--- src/rtl/can_pkg.sv ---
// Shared definitions for the CAN RX fetch arbiter.
// Covers the FSM encoding, local register map, SJA1000 register numbers and the release command.
package can_pkg;

   typedef enum logic [3:0] {
      IDLE, CPU_ISS, CPU_WAIT, IR_ISS, IR_WAIT, RX_ISS, RX_WAIT, REL_ISS, REL_WAIT
   } arb_state_t;

   localparam logic [1:0] LREG_RXDATA = 2'd0;
   localparam logic [1:0] LREG_STATUS = 2'd1;
   localparam logic [1:0] LREG_CTRL   = 2'd2;
   localparam logic [1:0] LREG_RSVD   = 2'd3;

   localparam logic [7:0] SJA_REG_CMR   = 8'd1;
   localparam logic [7:0] SJA_REG_IR    = 8'd3;
   localparam logic [7:0] SJA_REG_RXBUF = 8'd16;
   localparam logic [3:0] SJA_RX_BYTES  = 4'd13;
   localparam logic [7:0] SJA_CMD_RRB   = 8'h04;

   // SJA1000 registers sit on 32-bit word boundaries of the engine address space
   function automatic logic [31:0] sja_addr(input logic [7:0] reg_num);
      return {22'b0, reg_num, 2'b00};
   endfunction

endpackage

--- src/rtl/can_rx_byte_fifo.sv ---
// Synchronous show-ahead byte FIFO for received CAN frame bytes.
// The head byte is visible on dout whenever the FIFO is not empty.
module can_rx_byte_fifo
   import can_pkg::*;
#(
   parameter int FIFO_DEPTH = 64
) (
   input  logic       clk,
   input  logic       rst_n,
   input  logic       push,
   input  logic [7:0] din,
   input  logic       pop,
   output logic [7:0] dout,
   output logic [7:0] count,
   output logic       empty,
   output logic       full
);

   localparam int PTR_W = $clog2(FIFO_DEPTH);

   logic [7:0]       mem [FIFO_DEPTH];
   logic [PTR_W-1:0] wr_ptr;
   logic [PTR_W-1:0] rd_ptr;
   logic             do_push;
   logic             do_pop;

   assign empty   = (count == 8'd0);
   assign full    = (count == 8'(FIFO_DEPTH));
   assign do_push = push && !full;
   assign do_pop  = pop && !empty;
   assign dout    = mem[rd_ptr];

   always_ff @(posedge clk) begin
      if (do_push) mem[wr_ptr] <= din;
   end

   // Pointers wrap naturally at the power-of-two depth
   always_ff @(posedge clk or negedge rst_n) begin
      if (!rst_n) begin
         wr_ptr <= '0;
         rd_ptr <= '0;
         count  <= 8'd0;
      end else begin
         if (do_push) wr_ptr <= wr_ptr + 1'b1;
         if (do_pop)  rd_ptr <= rd_ptr + 1'b1;
         if (do_push && !do_pop)      count <= count + 8'd1;
         else if (!do_push && do_pop) count <= count - 8'd1;
      end
   end

endmodule

--- src/rtl/can_rx_fetch_arb.sv ---
// Arbitrates CPU register access and autonomous SJA1000 RX frame fetches onto one bus-cycle engine.
// Optional macro CAN_RX_IRQ_OUT_EN drives irq_o from FIFO-not-empty or error; otherwise irq_o is 0.
module can_rx_fetch_arb
   import can_pkg::*;
#(
   parameter int FIFO_DEPTH  = 64,
   parameter int TIMEOUT_CYC = 255
) (
   input  logic        clk,
   input  logic        rst_n,
   input  logic [31:0] addr_32b_i,
   input  logic        wren_i,
   input  logic        rden_i,
   input  logic [31:0] din_32b_i,
   output logic [31:0] dout_32b_o,
   output logic        dout_32b_valid_o,
   output logic [31:0] ctl_addr_32b_o,
   output logic        ctl_wren_o,
   output logic        ctl_rden_o,
   output logic [31:0] ctl_din_32b_o,
   input  logic [31:0] ctl_dout_32b_i,
   input  logic        ctl_dout_32b_valid_i,
   input  logic        can_int_n_i,
   output logic        irq_o
);

   localparam int              TMR_W    = $clog2(TIMEOUT_CYC + 1);
   localparam logic [TMR_W-1:0] TMR_LAST = TMR_W'(TIMEOUT_CYC - 1);

   logic int_n_s1, int_n_s2;

   logic       cpu_req, local_req, local_rd, local_wr, pt_req, pt_drop;
   logic [1:0] loff;
   logic       unused_addr;

   logic        pend_vld, pend_wr;
   logic [7:0]  pend_reg;
   logic [31:0] pend_din;

   logic fetch_en, err, ovf, ctrl_wr, ctrl_w1c;

   logic [7:0] fifo_dout, fifo_count;
   logic       fifo_push, fifo_pop, fifo_empty, fifo_full;
   logic [8:0] fifo_free;

   arb_state_t       state, state_d;
   logic [7:0]       ctl_reg, reg_d;
   logic [31:0]      ctl_din_r, din_d;
   logic             ctl_wr_r, wr_d;
   logic [3:0]       rx_idx, idx_d;
   logic [TMR_W-1:0] tmr, tmr_d;
   logic             in_wait, err_set, pt_done;
   logic [31:0]      pt_rdata, local_rdata;

   logic [31:0] dout_p1;
   logic        vld_p1;

   always_ff @(posedge clk or negedge rst_n) begin
      if (!rst_n) begin
         int_n_s1 <= 1'b1;
         int_n_s2 <= 1'b1;
      end else begin
         int_n_s1 <= can_int_n_i;
         int_n_s2 <= int_n_s1;
      end
   end

   assign cpu_req     = wren_i | rden_i;
   assign loff        = addr_32b_i[3:2];
   assign local_req   = cpu_req && addr_32b_i[10];
   assign local_wr    = local_req && wren_i;
   assign local_rd    = local_req && !wren_i;
   assign pt_req      = cpu_req && !addr_32b_i[10];
   assign pt_drop     = pt_req && pend_vld;
   assign unused_addr = ^{addr_32b_i[31:11], addr_32b_i[1:0]};

   assign ctrl_wr  = local_wr && (loff == LREG_CTRL);
   assign ctrl_w1c = ctrl_wr && din_32b_i[1];
   assign fifo_pop = local_rd && (loff == LREG_RXDATA) && !fifo_empty;
   assign fifo_free = 9'(FIFO_DEPTH) - {1'b0, fifo_count};

   always_comb begin
      local_rdata = 32'h0;
      case (loff)
         LREG_RXDATA: local_rdata = {23'b0, fifo_empty, (fifo_empty ? 8'h00 : fifo_dout)};
         LREG_STATUS: local_rdata = {20'b0, err, ovf, fifo_full, fifo_empty, fifo_count};
         LREG_CTRL:   local_rdata = {31'b0, fetch_en};
         LREG_RSVD:   local_rdata = 32'h0;
         default:     local_rdata = 32'h0;
      endcase
   end

   can_rx_byte_fifo #(.FIFO_DEPTH(FIFO_DEPTH)) u_fifo (
      .clk   (clk),
      .rst_n (rst_n),
      .push  (fifo_push),
      .din   (ctl_dout_32b_i[7:0]),
      .pop   (fifo_pop),
      .dout  (fifo_dout),
      .count (fifo_count),
      .empty (fifo_empty),
      .full  (fifo_full)
   );

   always_comb begin
      state_d    = state;
      reg_d      = ctl_reg;
      din_d      = ctl_din_r;
      wr_d       = ctl_wr_r;
      idx_d      = rx_idx;
      tmr_d      = tmr;
      fifo_push  = 1'b0;
      err_set    = 1'b0;
      pt_done    = 1'b0;
      pt_rdata   = 32'h0;
      ctl_wren_o = 1'b0;
      ctl_rden_o = 1'b0;
      in_wait    = state inside {CPU_WAIT, IR_WAIT, RX_WAIT, REL_WAIT};

      case (state)
         IDLE: begin
            if (pend_vld) begin
               state_d = CPU_ISS;
               reg_d   = pend_reg;
               din_d   = pend_din;
               wr_d    = pend_wr;
            end else if (fetch_en && !int_n_s2 && (fifo_free >= 9'(SJA_RX_BYTES))) begin
               state_d = IR_ISS;
               reg_d   = SJA_REG_IR;
               din_d   = 32'h0;
               wr_d    = 1'b0;
            end
         end
         CPU_ISS, IR_ISS, RX_ISS, REL_ISS: begin
            ctl_wren_o = ctl_wr_r;
            ctl_rden_o = !ctl_wr_r;
            tmr_d      = '0;
            case (state)
               CPU_ISS: state_d = CPU_WAIT;
               IR_ISS:  state_d = IR_WAIT;
               RX_ISS:  state_d = RX_WAIT;
               default: state_d = REL_WAIT;
            endcase
         end
         CPU_WAIT: begin
            if (ctl_dout_32b_valid_i) begin
               pt_done  = 1'b1;
               pt_rdata = ctl_dout_32b_i;
               state_d  = IDLE;
            end
         end
         IR_WAIT: begin
            if (ctl_dout_32b_valid_i) begin
               state_d = ctl_dout_32b_i[0] ? RX_ISS : IDLE;
               reg_d   = SJA_REG_RXBUF;
               idx_d   = 4'd0;
            end
         end
         RX_WAIT: begin
            if (ctl_dout_32b_valid_i) begin
               fifo_push = 1'b1;
               if (rx_idx == SJA_RX_BYTES - 4'd1) begin
                  state_d = REL_ISS;
                  reg_d   = SJA_REG_CMR;
                  din_d   = {24'b0, SJA_CMD_RRB};
                  wr_d    = 1'b1;
               end else begin
                  state_d = RX_ISS;
                  reg_d   = ctl_reg + 8'd1;
                  idx_d   = rx_idx + 4'd1;
               end
            end
         end
         REL_WAIT: begin
            if (ctl_dout_32b_valid_i) state_d = IDLE;
         end
         default: state_d = IDLE;
      endcase

      // A timeout abandons whatever was in flight; bytes already pushed stay in the FIFO
      if (in_wait && !ctl_dout_32b_valid_i) begin
         if (tmr == TMR_LAST) begin
            state_d = IDLE;
            err_set = 1'b1;
            if (state == CPU_WAIT) begin
               pt_done  = 1'b1;
               pt_rdata = 32'hFFFF_FFFF;
            end
         end else begin
            tmr_d = tmr + 1'b1;
         end
      end
   end

   always_ff @(posedge clk or negedge rst_n) begin
      if (!rst_n) begin
         state     <= IDLE;
         ctl_reg   <= 8'h0;
         ctl_din_r <= 32'h0;
         ctl_wr_r  <= 1'b0;
         rx_idx    <= 4'd0;
         tmr       <= '0;
      end else begin
         state     <= state_d;
         ctl_reg   <= reg_d;
         ctl_din_r <= din_d;
         ctl_wr_r  <= wr_d;
         rx_idx    <= idx_d;
         tmr       <= tmr_d;
      end
   end

   // The pending slot stays occupied until its engine transaction completes or times out
   always_ff @(posedge clk or negedge rst_n) begin
      if (!rst_n) begin
         pend_vld <= 1'b0;
         pend_wr  <= 1'b0;
         pend_reg <= 8'h0;
         pend_din <= 32'h0;
         fetch_en <= 1'b0;
         err      <= 1'b0;
         ovf      <= 1'b0;
      end else begin
         if (pt_done) pend_vld <= 1'b0;
         if (pt_req && !pend_vld) begin
            pend_vld <= 1'b1;
            pend_wr  <= wren_i;
            pend_reg <= addr_32b_i[9:2];
            pend_din <= din_32b_i;
         end
         if (ctrl_wr) fetch_en <= din_32b_i[0];
         if (err_set)       err <= 1'b1;
         else if (ctrl_w1c) err <= 1'b0;
         if (pt_drop)       ovf <= 1'b1;
         else if (ctrl_w1c) ovf <= 1'b0;
      end
   end

   // Response stage: engine completion wins over a local or dropped request in the same cycle
   always_ff @(posedge clk or negedge rst_n) begin
      if (!rst_n) begin
         vld_p1  <= 1'b0;
         dout_p1 <= 32'h0;
      end else begin
         vld_p1 <= pt_done | local_req | pt_drop;
         if (pt_done)                   dout_p1 <= pt_rdata;
         else if (local_rd)             dout_p1 <= local_rdata;
         else if (local_wr || pt_drop)  dout_p1 <= 32'h0;
      end
   end

   assign dout_32b_o       = dout_p1;
   assign dout_32b_valid_o = vld_p1;
   assign ctl_addr_32b_o   = sja_addr(ctl_reg);
   assign ctl_din_32b_o    = ctl_din_r;

`ifdef CAN_RX_IRQ_OUT_EN
   logic irq_r;
   always_ff @(posedge clk or negedge rst_n) begin
      if (!rst_n) irq_r <= 1'b0;
      else        irq_r <= !fifo_empty | err;
   end
   assign irq_o = irq_r;
`else
   assign irq_o = 1'b0;
`endif

endmodule
--- config.mk ---
export PLATFORM = sky130hd
export DESIGN_NAME = can_rx_fetch_arb
export DESIGN_NICKNAME = d
export VERILOG_FILES = /design/src/rtl/can_pkg.sv /design/src/rtl/can_rx_byte_fifo.sv /design/src/rtl/can_rx_fetch_arb.sv
export SDC_FILE = /design/constraint.sdc
export NUM_CORES = 1
export LEC_CHECK = 0
export CORE_ASPECT_RATIO = 0.75
export CORE_MARGIN = 2
export CORE_UTILIZATION = 40
export DETAILED_ROUTE_END_ITERATION = 8
export GPL_TIMING_DRIVEN = 0
export SETUP_SLACK_MARGIN = 0.4
export SLEW_MARGIN = 20
export SYNTH_ARGS = -nofsm -noshare
export SYNTH_HDL_FRONTEND = slang
export SYNTH_SLANG_ARGS = --single-unit
export TNS_END_PERCENT = 10
--- constraint.sdc ---
create_clock -name clk -period 3.6 [get_ports clk]
set_input_delay 0.36 -clock clk [delete_from_list [all_inputs] [get_ports clk]]
set_output_delay 0.36 -clock clk [all_outputs]
set_load 0.02 [all_outputs]
==> impl_metrics.yaml <==
outcome:
  status: "completed"
yosys:
  synth_mux_area_frac: 0.1343
  synth_edf_count: 512
  synth.ff_latch_count: 669
  syn_area_um2: 27320
  async_reset_ff_frac: 0.2347
  synthAdderAreaFrac: 0.008061
  synth_compound_area_frac: 0.06513
  yosysWarnings: 0
  synth.top_cell.area_share: 0.5628
  synth.area.top_cells: "edfxtp_1 56%, dfrtp_1 14%, mux4_2 7.9%, mux2i_1 3.4%, mux2_2 1.9%"
  ys_types: 74
  synth_top_family_by_area: "multiplexers"
  ys.flop_type: "edfxtp_1"
  syn_avg_cell_area_um2: 16.49
  synth_area_leader_cell: "edfxtp_1"
  synth_xor_area_frac: 0.007054
  ys_seq_area_frac: 0.7067
  yosys.area_share.simple: 0.05396
  netlist_instances: 1657
critical_path:
  r2r_slack_ns: 0.28
  critPathKind: "flop to flop"
  crit_end: "u_fifo.mem[37][2]$_DFFE_PP_"
  required_ns: 3.84
  timing.rr.end: "u_fifo.mem[37][2]$_DFFE_PP_"
  critPathLaunch: "u_fifo.count[0]$_DFFE_PN0P_"
  cp-end-kind: "flop"
  r2r_start: "u_fifo.count[0]$_DFFE_PN0P_"
  ff2ff_path_depth: 11
  arrival_ns: 3.56
  startpoint_type: "flop"
  worst-path-max-fanout: 8
grt:
  gr-total-overflow: 0
  grtUsageTotal: 0.2048
  grt_pass1_wl_um: 106100
  antenna_found_initial: 1
  grt_max_degree: 89
  grt_pass1_vias: 16070
timing:
  max_slew_margin: 0.2566
  fin_crit_ns: 3.321
  hold_viol: 0
  timing.fmax_mhz: 301.1
  fin_worst_skew_ns: 0.02390
  finalSetupViolCount: 0
  finalCritPeriodShare: 0.9225
  worst_slew_pin_slew_ns: 1.115
  finalMaxSlewViolations: 0
  worst_slack_ns: 0.2790
  grt_setup_unrepaired: "true"
  fin_tns_setup_ns: 0
finish:
  nets: 2042
  fin_util: 0.4900
  layout-drive-gt1-share: 0.2249
  n_antenna_cell: 0
  top_register: "u_fifo.mem"
  area_growth_syn_to_layout_pct: 20.55
  register_area_um2: 19310
  fillCellCount: 5612
  largest_reg_flops: 512
  multi_input_area_um2: 7722
clock_tree:
  cts_tree: "done"
  cts_root_buf: "clkbuf_16"
  cts_buffers: 70
  cts_max_level: 3
  clk_latency_ns: 0.61
  path_clk_slew_ns: 0.07
  clockBufferDepth: 3
  numClockSinks: 669
detailed_routing:
  vias: 16210
  wl_per_cell_um: 25.20
  drt-initial-drc-count: 1805
  detail-route-antenna-nets: 0
  dr.pass1.iters: 6
  routed_via_density: 5.667
  wl_um: 72110
  drc_errors: 0
floorplanning:
  die_y_um: 230.3
  die_w_um: 305.8
  ios: 202
  num_rows: 82
  start_util: 0.4065
  core_um2: 67200
  design.die.area_um2: 70420
pwr:
  p_per_area_nw_per_um2: 722.2
  p_leak_nw: 11.26
  finalPower_mw: 23.78
  max-vdd-ir-drop_mv: 0.3343
place:
  gp_congestion: 0.9335
  dp_slack_ns: -0.3525
  io_buffer_count: 151
  dp_hpwl_um: 48230
min_path:
  min-delay-start: "addr_32b_i[10]"
  hp-class: "input port to flop"
flow_run:
  drv_cap: 0
## logic make-up (layout without fill, tap and decap cells)
family,count (synthesis),count (layout)
and+or+nand+nor,316,316
adders and majority gates,17,17
AOI/OAI and AO/OA,252,252
buffers and inverters,140,438
other,1,25
DFF,669,669
muxes,240,240
xor gates and xnor gates,22,22
## power breakdown
| group | leakage [nW] | internal, mW | switching (mW) | total [mW] |
|---|---|---|---|---|
| logic | 3.57 | 3.07 | 3.79 | 6.86 |
| registers | 6.59 | 9.01 | 0.507 | 9.51 |
| clock network | 1.11 | 4.35 | 3.06 | 7.40 |
| total | 11.3 | 16.4 | 7.36 | 23.8 |
## per-layer routing
| metal | share of wire | wire, µm | up-vias | GRT usage |
|---|---|---|---|---|
| met5 | 0 | 0 | - | 0 |
| met4 | 0.023 | 1629 | 0 | 0.05219 |
| met3 | 0.080 | 5755 | 124 | 0.04359 |
| met2 | 0.45 | 32700 | 648 | 0.3060 |
| met1 | 0.44 | 32020 | 8445 | 0.3049 |
| li1 | - | - | 6996 | - |
## critical path: stages, from the launching register on
cell      delay [ns]
dfrtp_1         0.36
clkbuf_8        0.14
inv_4           0.04
ha_4            0.15
nor4b_4         0.13
buf_4           0.17
a311oi_4        0.25
buf_6           0.16
and2_0          0.13
buf_2           0.16
nand2_1         0.55
nor2_2          0.71
## synthesized netlist by cell type (all sizes together) (13+ instances only)
library cell,number
a211oi,21
a21oi,31
a22o,33
buf,60
clkbuf,62
dfrtp,155
edfxtp,512
ha,16
inv,18
mux2,50
mux2i,94
mux4,96
nand2,80
nand3,51
nand4,13
nor2,106
nor3,15
o21ai,71
o221ai,18
o22ai,18
## cell type report
class / instances / area share
flip-flops and latches: 669 / 0.5863
multi-input cells: 872 / 0.2345
clock buffers: 84 / 0.05608
repair buffers: 170 / 0.05141
well taps: 882 / 0.03351
plain buffers: 122 / 0.02059
clock inverters: 44 / 0.01524
inverters: 18 / 0.002356
## stage by stage
stage | instances | hold WS (ns) | instance area (µm²)
after global routing | 2861 | 0.1410 | 32930
final | 2861 | 0.1377 | 32930
after detailed placement | 2717 | 0.3539 | 30150
after global placement | 2714 | 0.3485 | 30090
after floorplan | 1681 | 0.06441 | 27480
after CTS | 2859 | 0.1035 | 32870
## repair_timing
item,in CTS,in global routing
setup buffers,13,2
hold endpoints to repair,69,0
cloned,0,0
gates resized for setup,89,31
pin swaps,8,3
hold buffers,1,0
setup endpoints to repair,524,479
## cells in the final DEF (no fill, tap or decap), types with 8 or more instances in the layout
cell type        count
inv_1               15
nor2_1              41
ha_1                13
nor2_2              59
buf_4               45
nand2_1             80
clkbuf_2            12
mux2i_1             90
xor2_1              11
and3_1               8
nand4_1             13
o221ai_1            18
nor3_1              14
conb_1              25
bufinv_16            9
o22ai_1             18
buf_2               14
a22o_1              33
xnor2_1             11
mux4_2              96
edfxtp_1           512
a211oi_1            18
clkbuf_16           72
a21o_1               8
clkdlybuf4s50_1    142
o21ai_0             68
nand3_1             49
a21oi_1             29
mux2_2              47
clkbuf_1            63
dfrtp_1            154
clkinvlp_4           9
nor2b_1              8
clkinv_1             9
## worst min-delay path by stage
stage	to	slack, ns	depth (start not counted)
4_1_cts	ovf$_DFFE_PN0P_	0.10	2
3_3_place_gp	int_n_s2$_DFF_PN1_	0.35	0
6_report	ovf$_DFFE_PN0P_	0.14	2
5_1_grt	ovf$_DFFE_PN0P_	0.14	2
3_5_place_dp	int_n_s2$_DFF_PN1_	0.35	0
2_1_floorplan	ctl_din_32b_o[0]$_DFFE_PN0P_	0.06	0
No activity file was read; power rests on OpenSTA's default activity.
